`config.mk`:
```
export PLATFORM = sky130hd
export DESIGN_NAME = input_capture_flat
export DESIGN_NICKNAME = d
export VERILOG_FILES = /design/src/rtl/input_capture_if.sv /design/src/rtl/input_capture.sv /design/src/flat_wrapper.sv
export SDC_FILE = /design/constraint.sdc
export NUM_CORES = 1
export LEC_CHECK = 0
export CORE_MARGIN = 4
export CORE_UTILIZATION = 41
export CTS_BUF_LIST = sky130_fd_sc_hd__clkbuf_16
export CTS_CLUSTER_SIZE = 28
export DETAILED_ROUTE_END_ITERATION = 7
export PLACE_DENSITY = 0.84
export SLEW_MARGIN = 10
export SYNTH_ARGS = -nofsm -noshare
export SYNTH_HDL_FRONTEND = slang
export SYNTH_SLANG_ARGS = --single-unit
```
`constraint.sdc`:
```
create_clock -name clk -period 1.79 [get_ports clk]
set_input_delay 0.4475 -clock clk [delete_from_list [all_inputs] [get_ports clk]]
set_output_delay 0.4475 -clock clk [all_outputs]
set_load 0.03 [all_outputs]
```
`src/rtl/input_capture_if.sv`:
```
`default_nettype none
// ============================================================================
//  Module      : input_capture_if
//  Description : Switch/enter inputs and capture outputs of input_capture.
//  Revision    : 1.0 - initial release
// ============================================================================
interface input_capture_if;
    logic        in;
    logic [3:0]  sw;
    logic        enter;
    logic        input_valid;
    logic [31:0] data_out;
    logic        waiting;
    logic        enter_stable;

    modport master (
        output in, sw, enter,
        input  input_valid, data_out, waiting, enter_stable
    );

    modport slave (
        input  in, sw, enter,
        output input_valid, data_out, waiting, enter_stable
    );
endinterface
`default_nettype wire

```
`src/rtl/input_capture.sv`:
```
`default_nettype none
// ============================================================================
//  Module      : input_capture
//  Description : Synchronises and debounces the switches/enter key and hands
//                one captured switch word to the datapath per enter press.
//                Define INPUT_CAPTURE_SIGNED_EN to sign-extend the 4-bit value.
//  Revision    : 1.0 - initial release
// ============================================================================
module input_capture #(
    parameter int DEBOUNCE_CYCLES = 16,
    parameter int CNT_W           = 5
) (
    input  logic            clk,
    input  logic            reset,
    input_capture_if.slave  bus
);

    localparam logic [1:0]       c_IDLE    = 2'd0;
    localparam logic [1:0]       c_ARMED   = 2'd1;
    localparam logic [1:0]       c_RELEASE = 2'd2;
    localparam logic [CNT_W-1:0] c_CNT_MAX = CNT_W'(DEBOUNCE_CYCLES - 1);
    localparam logic [CNT_W-1:0] c_CNT_ONE = CNT_W'(1);

    logic [3:0]       r_sw_meta;
    logic [3:0]       r_sw_s;
    logic             r_en_meta;
    logic             r_en_s;
    logic [CNT_W-1:0] r_cnt;
    logic             r_enter_stable;
    logic             r_enter_stable_d;
    logic [1:0]       r_state;
    logic             r_input_valid;
    logic [31:0]      r_data_out;
    logic             w_rise;
    logic [31:0]      w_capture;

    always_ff @(posedge clk) begin
        if (reset) begin
            r_sw_meta <= 4'd0;
            r_sw_s    <= 4'd0;
            r_en_meta <= 1'b0;
            r_en_s    <= 1'b0;
        end else begin
            r_sw_meta <= bus.sw;
            r_sw_s    <= r_sw_meta;
            r_en_meta <= bus.enter;
            r_en_s    <= r_en_meta;
        end
    end

    // The stable level flips only after DEBOUNCE_CYCLES consecutive disagreeing samples.
    always_ff @(posedge clk) begin
        if (reset) begin
            r_cnt            <= '0;
            r_enter_stable   <= 1'b0;
            r_enter_stable_d <= 1'b0;
        end else begin
            r_enter_stable_d <= r_enter_stable;
            if (r_en_s == r_enter_stable) begin
                r_cnt <= '0;
            end else if (r_cnt == c_CNT_MAX) begin
                r_cnt          <= '0;
                r_enter_stable <= ~r_enter_stable;
            end else begin
                r_cnt <= r_cnt + c_CNT_ONE;
            end
        end
    end

    assign w_rise = r_enter_stable & ~r_enter_stable_d;

`ifdef INPUT_CAPTURE_SIGNED_EN
    assign w_capture = {{28{r_sw_s[3]}}, r_sw_s};
`else
    assign w_capture = {28'd0, r_sw_s};
`endif

    // A dropped request in ARMED wins over a simultaneous rise.
    always_ff @(posedge clk) begin
        if (reset) begin
            r_state       <= c_IDLE;
            r_input_valid <= 1'b0;
            r_data_out    <= 32'd0;
        end else begin
            r_input_valid <= 1'b0;
            case (r_state)
                c_IDLE: begin
                    if (bus.in) begin
                        r_state <= c_ARMED;
                    end
                end
                c_ARMED: begin
                    if (!bus.in) begin
                        r_state <= c_IDLE;
                    end else if (w_rise) begin
                        r_input_valid <= 1'b1;
                        r_data_out    <= w_capture;
                        r_state       <= c_RELEASE;
                    end
                end
                c_RELEASE: begin
                    if (!r_enter_stable && !bus.in) begin
                        r_state <= c_IDLE;
                    end
                end
                default: begin
                    r_state <= c_IDLE;
                end
            endcase
        end
    end

    assign bus.input_valid  = r_input_valid;
    assign bus.data_out     = r_data_out;
    assign bus.waiting      = (r_state == c_ARMED);
    assign bus.enter_stable = r_enter_stable;

endmodule
`default_nettype wire

```
`src/flat_wrapper.sv`:
```
// flat-port wrapper written by rule: the top's interface ports become plain ports
module input_capture_flat 
#(
    parameter int DEBOUNCE_CYCLES = 16,
    parameter int CNT_W           = 5
)
  (clk, reset, bus_in, bus_sw, bus_enter, bus_input_valid, bus_data_out, bus_waiting, bus_enter_stable);
  input_capture_if bus_i ();
  input  logic clk;
  input  logic reset;
  input wire logic [$bits(bus_i.in)-1:0] bus_in;
  input wire logic [$bits(bus_i.sw)-1:0] bus_sw;
  input wire logic [$bits(bus_i.enter)-1:0] bus_enter;
  output wire logic [$bits(bus_i.input_valid)-1:0] bus_input_valid;
  output wire logic [$bits(bus_i.data_out)-1:0] bus_data_out;
  output wire logic [$bits(bus_i.waiting)-1:0] bus_waiting;
  output wire logic [$bits(bus_i.enter_stable)-1:0] bus_enter_stable;
  assign bus_i.in = bus_in;
  assign bus_i.sw = bus_sw;
  assign bus_i.enter = bus_enter;
  assign bus_input_valid = bus_i.input_valid;
  assign bus_data_out = bus_i.data_out;
  assign bus_waiting = bus_i.waiting;
  assign bus_enter_stable = bus_i.enter_stable;
  input_capture #(.DEBOUNCE_CYCLES(DEBOUNCE_CYCLES), .CNT_W(CNT_W)) u_core (.clk(clk), .reset(reset), .bus(bus_i));
endmodule
```
==> out/metrics.csv <==
stage,metric,value,unit
critical_path,critPathKind,flop to output pin,
finish,final_nets,135,
global_routing,grt_pass1_vias,611,
finish,area_growth,14.4,%
synth,synth_area,1040,um^2
finish,layout.cells.most_common_list,"28 x conb_1, 24 x dfxtp_1, 13 x clkdlybuf4s50_1",
critical_path,crit_path_max_incr_delay,0.68,ns
critical_path,path_buf_inv,1,
sta,fin_tns_setup,0,ns
detailed_routing,drt-initial-drc-count,8,
finish,drive_gt1_frac,0.0565,
finish,multi_input_area,425,um^2
detailed_routing,wl_per_cell,9.60,um
finish,diodes,0,
critical_path,worstPathArrival,1.28,ns
detailed_routing,vias_per_cell,4.05,
finish,final_common_cell,conb_1,
global_routing,antenna_found_initial,0,
critical_path,crit_fanout,2,
synth,ys_types,20,
detailed_routing,dr.pass1.iters,3,
placement,numPortBuffers,14,
critical_path,slowest_stage,clkdlybuf4s50_1,
placement,gp_congestion,0.685,
synth,synth-warning-count,0,
critical_path,crit_required,1.34,ns
sta,fin_worst_skew,0.00318,ns
synth,ys_ff_latch,24,
critical_path,reg2reg_depth,5,
detailed_routing,wl,1.48,mm
hold_path,hp-class,flop to flop,
finish,final_util,0.487,
floorplanning,boundaryPins,43,
sta,finalCriticalPeriod,1.73,ns
synth,syn-instance-count,107,
sta,period_share,0.966,
detailed_routing,vias,624,
critical_path,critical_path.top_delay_family,buffers and inverters,
status,outcome,finished clean,
floorplanning,rows,18,
floorplanning,core-area,2450,um^2
cts,htree_levels,1,
sta,slew_viol_final,0,
floorplanning,die-area,3420,um^2
critical_path,path_cells,clkdlybuf4s50_1,
flow_run,drv_cap,0,
floorplanning,dieWidth,58.5,um
finish,stdcell_area,1190,um^2
cts,cts_tree,yes,
critical_path,critical_path.endpoint_type,output pin,
finish,fill_cells,233,
sta,rsz0062_at_grt,false,
power_and_ir_drop,p_per_area,961,nW/um^2
cts,clk_pin_slew,0.06,ns
cts,clock_latency,0.25,ns
synth,syn_avg_cell_area,9.76,um^2
cts,cts_sinks,24,
global_routing,grt_usage,0.0925,
sta,fmax,578,MHz
power_and_ir_drop,power.leakage,0.509,nW
power_and_ir_drop,ir_worst_vdd,622,uV
finish,seqCellArea,480,um^2
critical_path,cp-start-kind,flop,
placement,dpl-instance-area,1120,um^2
sta,finalHoldViolations,0,
global_routing,grt.overflow.total,0,
floorplanning,start_util,0.426,
global_routing,grt_max_degree,14,
cts,cts_max_path_buffers,2,
detailed_routing,detail-route-antenna-nets,0,
detailed_routing,drc,0,
cts,clockRootBuffer,clkbuf_16,
critical_path,cp_num_cells,1,
synth,ys_seq_area_frac,0.460,
global_routing,grt_pass1_wl,2.40,mm
cts,cts_inserted_buffers,3,
floorplanning,die_h,58.5,um
sta,setup-violations-final,0,
hold_path,hold_depth,1,
cell families (layout without fill, tap and decap cells):
logic type	count (synthesis)	after routing	synth area share
AOI/OAI and AO/OA	3	3	0.0168
adders and majority gates	2	2	0.0239
buffers and inverters	34	24	0.230
xor gates and xnor gates	3	3	0.0252
and+or+nand+nor	35	35	0.193
DFF	24	24	0.460
other	1	28	0.00359
muxes	5	5	0.0479
state kept, by name, summed over array words and instances (netlist names):
register	cells
u_core.r_en_meta	1
u_core.r_en_s	1
u_core.r_state	2
u_core.bus.data_out	4
u_core.r_enter_stable_d	1
u_core.r_sw_s	4
u_core.r_sw_meta	4
u_core.r_cnt	5
u_core.bus.input_valid	1
u_core.bus.enter_stable	1
Yosys cell counts:
cell type  count  share of area
xor2_1         1         0.0084
mux2i_1        5          0.048
nand2_1        1         0.0036
nor2_1         8          0.029
or3_4          1          0.011
o211ai_1       1         0.0072
buf_4         28           0.20
ha_1           2          0.024
and2b_1        2          0.014
dfxtp_1       24           0.46
a21oi_1        2         0.0096
nand3_1        2         0.0096
nand2b_1       8          0.048
inv_1          3          0.011
buf_6          1          0.011
xnor2_1        2          0.017
conb_1         1         0.0036
nor2b_1       11          0.066
clkbuf_1       2         0.0072
and3_1         2          0.012
layout make-up:
| class | instances | area share |
|---|---|---|
| Sequential cell | 24 | 0.402 |
| Multi-Input combinational cell | 76 | 0.356 |
| Timing Repair Buffer | 17 | 0.135 |
| Clock buffer | 3 | 0.0628 |
| Tap cell | 30 | 0.0314 |
| Inverter | 3 | 0.00942 |
| Clock inverter | 1 | 0.00314 |
timing repair:
action,CTS,global route
resized for setup,1,0
setup endpoints to repair,1,0
buffers inserted,0,0
hold buffers,0,0
metal layers:
| layer | wire (um) | track usage | up-vias |
|---|---|---|---|
| met4 | 21 | 0.0397 | 0 |
| li1 | - | - | 308 |
| met5 | 0 | 0 | - |
| met3 | 127 | 0.0263 | 2 |
| met1 | 545 | 0.0897 | 283 |
| met2 | 784 | 0.179 | 31 |
path summary, 6_finish.rpt:
path,startpoint,slack (ns),endpoint
worst max register to register,u_core.r_cnt[0]$_SDFF_PP0_,0.30,u_core.r_cnt[2]$_SDFF_PP0_
worst max-delay path,u_core.bus.enter_stable$_SDFFE_PP0P_,0.06,bus_enter_stable
worst min register to register,u_core.r_sw_meta[3]$_SDFF_PP0_,0.43,u_core.r_sw_s[3]$_SDFF_PP0_
worst min-delay path,u_core.r_sw_meta[3]$_SDFF_PP0_,0.43,u_core.r_sw_s[3]$_SDFF_PP0_
per-stage QoR:
| step | power, mW | setup WS (ns) | std cells | hold slack, ns |
|---|---|---|---|---|
| after floorplan | 0.708 | 0.372 | 134 | 0.414 |
| after global placement | 0.684 | 0.163 | 150 | 0.417 |
| after detailed placement | 0.687 | 0.117 | 150 | 0.425 |
| after CTS | 1.16 | 0.0496 | 154 | 0.438 |
| after global routing | 1.19 | 0.0202 | 154 | 0.455 |
| final | 1.15 | 0.0609 | 154 | 0.435 |
power by group:
group          switching [mW]  internal (mW)
registers             0.00417          0.547
clock network           0.175          0.298
logic                  0.0961         0.0287
No activity file was read; power rests on OpenSTA's default activity.
==> patch 1, RTL diff (same settings) <==
Build with the macro `INPUT_CAPTURE_SIGNED_EN` defined.
--- a/src/rtl/input_capture.sv
+++ b/src/rtl/input_capture.sv
@@ -6,6 +6,8 @@
 //                Define INPUT_CAPTURE_SIGNED_EN to sign-extend the 4-bit value.
 //  Revision    : 1.0 - initial release
 // ============================================================================
+`define INPUT_CAPTURE_SIGNED_EN
+
 module input_capture #(
     parameter int DEBOUNCE_CYCLES = 16,
     parameter int CNT_W           = 5
Check against the original RTL: no difference found for any inputs over 10 cycles, from zero or initial values and one cycle with reset high; that may be too few to reach the edited logic, so the function may still have changed.
==> patch 1 against the original RTL <==
Area after synthesis rose by 0.72%. Non-clock buffer count grew 28. Cell area grew 12%. Clock skew about the same. Global-route usage grew 1.2 points. Worst setup slack worse by 0.0025 ns. Sequential cell count unchanged. Routed wire length is 12% higher. Critical path type unchanged. Via count increased by 10%. Highest routed layer unchanged.
Power is not compared: it rests on default switching activity, and its combinational part moved more than twofold at a synthesized area within 25%.
==> patch 1: results (changes against the original RTL) <==
| Metric | Value |
|---|---|
| Setup crit start | `u_core.bus.data_out[2]$_SDFFE_PP0P_` |
| Finished Layout Cells | `154 (unchanged)` |
| GRT Total Usage | `10.41% (+1.2 points)` |
| Slowest cell delay on critical path | `0.69 ns` |
| First-pass GRT wire length | `2.594 mm (+8.0%)` |
| Critical Path AT | `1.28 ns (about the same)` |
| Place WS | `0.08832 ns (-0.02872 ns)` |
| First-pass DRT Iterations | `2 (-1)` |
| Final Wtd Congestion | `0.6202 (-9.4%)` |
| Max Clk Rate | `577.5 MHz (-0.14%)` |
| Combinational power | `about 0.000047 W` |
| Initial antenna violation count | `0 (unchanged)` |
| Worst R2R End | `u_core.r_cnt[3]$_SDFF_PP0_` |
| Dpl cell area | `1235 µm² (+11%)` |
| Synth unique cells | `20 (unchanged)` |
| Worst r2r src | `u_core.r_cnt[0]$_SDFF_PP0_` |
| Primary FF master, synth | `dfxtp_1` |
| Sequential share of the synthesized area | `45.66% (-0.33 points)` |
| Synth area leaders | `dfxtp_1, buf_4, nor2b_1, nand2b_1, mux2i_1` |
| Worst Tran Pin Value | `about 0.32 ns` |
| Vias in the first global route | `612 (+0.16%)` |
| IO buf count | `42 (+28)` |
| Clk pwr | `0.000622 W` |
| Outcome | `complete, no violations` |
| Mapped Cells | `106 (-0.93%)` |
| Setup crit end | `bus_data_out[2]` |
| DRC violation total after the first TritonRoute iteration | `9 (+1)` |
| Clock Power Share | `51.0%` |
| Final wirelength | `1.658 mm (+12%)` |
| Layout cell share with drive strength beyond 1 | `30.65% (+25 points)` |
| Clock skew | `0.003341 ns (+0.0001625 ns)` |
| Detailed-route via count | `688 (+10%)` |
| Synth top cells by count | `buf_4, dfxtp_1, nor2b_1, nand2b_1, nor2_1` |
| Internal power | `0.001020 W` |
| Crit path max fanout | `2 (unchanged)` |
| Reg2reg setup slack | `0.29 ns` |
| Largest net degree at the start of global routing | `30 (+16)` |
[patch 1: layer usage]
| layer | part of all wire, % | vias to the layer above | track usage, % |
|---|---|---|---|
| li1 | - | 339 | - |
| met2 | 50 | 40 | 20.10 |
| met5 | 0 | - | 0 |
| met3 | 14 | 4 | 1.974 |
| met4 | 1.5 | 0 | 7.767 |
| met1 | 34 | 305 | 9.375 |
[patch 1: area by class of cell]
type	instances	area, µm²
fill	232	1117
sequential	24	480.5
timing repair buffer	45	367.9
multi-input combinational	48	335.3
clock buffer	3	75.07
tap	30	37.54
clock inverter	1	30.03
inverter	3	11.26
[patch 1: cells by family (layout without fill, tap and decap cells)]
group,count (synthesis),count (layout),synth area share [%]
compound gates,3,3,1.783
xor+xnor,3,3,2.497
fa+ha+maj,2,2,2.378
buf+inv,34,52,22.47
flops,24,24,45.66
mux,5,5,4.756
simple gates,35,35,20.45
[patch 1: how the worst min path moves through the flow]
stage                                              start                          end  slack, ns  cells after the start
after floorplan              u_core.r_en_meta$_SDFF_PP0_     u_core.r_en_s$_SDFF_PP0_       0.41                      1
after global placement    u_core.r_sw_meta[3]$_SDFF_PP0_  u_core.r_sw_s[3]$_SDFF_PP0_       0.42                      1
after detailed placement     u_core.r_en_meta$_SDFF_PP0_     u_core.r_en_s$_SDFF_PP0_       0.43                      1
after CTS                    u_core.r_en_meta$_SDFF_PP0_     u_core.r_en_s$_SDFF_PP0_       0.44                      1
after global routing      u_core.r_sw_meta[2]$_SDFF_PP0_  u_core.r_sw_s[2]$_SDFF_PP0_       0.46                      1
final                        u_core.r_en_meta$_SDFF_PP0_     u_core.r_en_s$_SDFF_PP0_       0.44                      1
[patch 1: timing repair]
action                     4_1_cts  5_1_grt
setup buffers                    0        0
setup endpoints to repair        2        0
gates resized for setup          2        0
hold endpoints to repair         0        0
==> patch 2, RTL diff (same flow settings) <==
Made on the original files. Make the reset (`reset`) asynchronous in 3 clocked blocks.
--- a/src/rtl/input_capture.sv
+++ b/src/rtl/input_capture.sv
@@ -34,7 +34,7 @@
     logic             w_rise;
     logic [31:0]      w_capture;
 
-    always_ff @(posedge clk) begin
+    always_ff @(posedge clk or posedge reset) begin
         if (reset) begin
             r_sw_meta <= 4'd0;
             r_sw_s    <= 4'd0;
@@ -49,7 +49,7 @@
     end
 
     // The stable level flips only after DEBOUNCE_CYCLES consecutive disagreeing samples.
-    always_ff @(posedge clk) begin
+    always_ff @(posedge clk or posedge reset) begin
         if (reset) begin
             r_cnt            <= '0;
             r_enter_stable   <= 1'b0;
@@ -76,7 +76,7 @@
 `endif
 
     // A dropped request in ARMED wins over a simultaneous rise.
-    always_ff @(posedge clk) begin
+    always_ff @(posedge clk or posedge reset) begin
         if (reset) begin
             r_state       <= c_IDLE;
             r_input_valid <= 1'b0;
Function: differs if reset is asserted again (counterexample within 4 cycles, from zero or initial values and one cycle with reset high); with reset held inactive, the same outputs for 10 cycles.
==> patch 2 against the original RTL <==
Cell area is 0.21% higher. Count of clock-buffer cells in the layout unchanged. Sequential cell count did not move. Routed wire length down 7.5%. Sequential share of layout area grew 9.9 points. Worst setup slack worse by 0.013 ns. Critical path depth unchanged. Area after synthesis shrank 1.3%. Fmax is 0.74% lower. Power grew 1.3%. Largest cell class unchanged. Highest routed layer unchanged.
==> patch 2: results (changes against the original RTL) <==
| Metric | Value |
|---|---|
| VDD IR max | `542.5 µV (-13%)` |
| Synth area leaders | `dfrtp_1, buf_4, mux2_2, xor2_1, nor4_4` |
| Synth Area in Adders | `1.214% (-1.2 points)` |
| Outcome | `complete, no violations` |
| Post-CTS setup buffer count | `0 (unchanged)` |
| CTS root buffer | `clkbuf_16` |
| Nets | `112 (-17%)` |
| Layout cell share with drive strength beyond 1 | `12.75% (+7.1 points)` |
| Clock buffer depth | `2 (unchanged)` |
| Synth top cells by count | `buf_4, dfrtp_1, mux2_2, nor2_1` |
| Critical Path AT | `approximately 1.3 ns` |
| Compound-Gate Fraction of Synth Area | `2.791% (+1.1 points)` |
| Vias in the first global route | `532 (-13%)` |
| Crit-path slowest cell | `clkdlybuf4s50_1` |
| Filler instances | `203 (-13%)` |
| CTS clk-pin slew, worst paths | `0.06 ns (about the same)` |
| Worst skew pair latency | `0.25 ns (about the same)` |
| CP delay by family, top | `buffers and inverters` |
| Worst R2R End | `u_core.bus.data_out[2]$_DFFE_PP0P_` |
| Largest net degree at the start of global routing | `25 (+11)` |
| First-pass GRT wire length | `2.201 mm (-8.3%)` |
| Slowest cell delay on critical path | `0.68 ns (about the same)` |
| Mux cell area share after synthesis | `5.461% (+0.67 points)` |
| Final Wtd Congestion | `0.7257 (+6.0%)` |
| Worst r2r src | `u_core.r_state[0]$_DFFE_PP0P_` |
| IO buf count | `14 (unchanged)` |
| XOR/XNOR Fraction of Synth Area | `2.549% (+0.034 points)` |
| Synth warn | `0 (unchanged)` |
| Primary FF master, synth | `dfrtp_1` |
| Clock skew | `0.004566 ns (+0.001387 ns)` |
| Initial antenna violation count | `0 (unchanged)` |
| Hpwl dp | `1.091 mm` |
| Setup crit end | `bus_data_out[3]` |
| Synth unique cells | `18 (-10%)` |
| DRC violation total after the first TritonRoute iteration | `5 (-3)` |
| Largest reg by FF count | `u_core.r_cnt` |
| Reg2reg path depth | `4 (-1)` |
| Setup crit start | `u_core.bus.data_out[3]$_DFFE_PP0P_` |
| Sequential share of the synthesized area | `58.25% (+12 points)` |
| Vias per cell | `4.192 (+3.5%)` |
| HP Class | `reg2reg` |
| # H-tree levels | `1 (unchanged)` |
| Antenna diodes | `0 (unchanged)` |
| Final wirelength | `1.368 mm (-7.5%)` |
| GRT Total Usage | `8.582% (-0.67 points)` |
| Leakage | `0.6057 nW (+19%)` |
| Crit path max fanout | `2 (unchanged)` |
| Reg2reg setup slack | `0.32 ns (+0.02 ns)` |
| Number of synthesized register bits | `24 (unchanged)` |
| First-pass DRT Iterations | `4 (+1)` |
| Largest register FFs | `5 (unchanged)` |
| Post-synthesis async set-or-reset flop share | `100.0% (+100 points)` |
| Number of buffers created by CTS | `3 (unchanged)` |
| ANT nets after route | `0 (unchanged)` |
patch 2: cell type report:
type / count / area (µm²) / area share, %
multi-input combinational: 53 / 306.5 / 25.60
sequential: 24 / 600.6 / 50.16
clock buffer: 3 / 75.07 / 6.270
clock inverter: 1 / 3.754 / 0.3135
tap: 28 / 35.03 / 2.926
timing repair buffer: 17 / 161.4 / 13.48
inverter: 4 / 15.01 / 1.254
patch 2: routing by layer:
metal	track usage [%]	vias to the layer above	share of wire (%)
li1	-	246	-
met1	10.14	260	38
met2	14.03	35	47
met3	1.559	4	12
met4	5.960	0	2.2
met5	0	-	0
patch 2: what timing repair did:
item	4_1_cts	5_1_grt
setup endpoints to repair	1	0
resized for setup	1	0
endpoints found under the hold margin	0	0
patch 2: worst min-delay path by stage:
| stage | from | end | slack, ns | depth (start not counted) |
|---|---|---|---|---|
| 2_1_floorplan | u_core.r_en_meta$_DFF_PP0_ | u_core.r_en_s$_DFF_PP0_ | 0.33 | 0 |
| 3_3_place_gp | u_core.r_sw_meta[1]$_DFF_PP0_ | u_core.r_sw_s[1]$_DFF_PP0_ | 0.33 | 0 |
| 3_5_place_dp | u_core.r_sw_meta[3]$_DFF_PP0_ | u_core.r_sw_s[3]$_DFF_PP0_ | 0.34 | 0 |
| 4_1_cts | u_core.r_sw_meta[3]$_DFF_PP0_ | u_core.r_sw_s[3]$_DFF_PP0_ | 0.35 | 0 |
| 5_1_grt | u_core.r_sw_meta[2]$_DFF_PP0_ | u_core.r_sw_s[2]$_DFF_PP0_ | 0.36 | 0 |
| 6_report | u_core.r_sw_meta[3]$_DFF_PP0_ | u_core.r_sw_s[3]$_DFF_PP0_ | 0.35 | 0 |
patch 2: kinds of logic after synthesis:
kind of cell	count (synthesis)
adders and majority gates	1
and+or+nand+nor	12
DFF	24
buffers and inverters	32
other	1
xor gates and xnor gates	3
muxes	5
AOI/OAI and AO/OA	4
patch 2: power by group:
group / leakage (nW) / total (W) / switching (W) / internal (W)
combinational: 0.260 / 0.000129 / 0.000104 / 0.0000258
sequential: 0.307 / 0.000569 / 0.00000780 / 0.000561
clock: 0.0385 / 0.000465 / 0.000168 / 0.000298
total: 0.606 / 0.00116 / 0.000279 / 0.000884
patch 2: metrics by stage:
step / cell area (µm²) / cells / TNS (ns) / setup slack [ns]
after floorplan: 1132 / 109 / 0 / 0.2683
after global routing: 1197 / 130 / 0 / 0.01261
final: 1197 / 130 / 0 / 0.04792
after CTS: 1197 / 130 / 0 / 0.03894
after detailed placement: 1120 / 126 / -0.4135 / -0.1107
after global placement: 1120 / 126 / -0.1640 / -0.04529
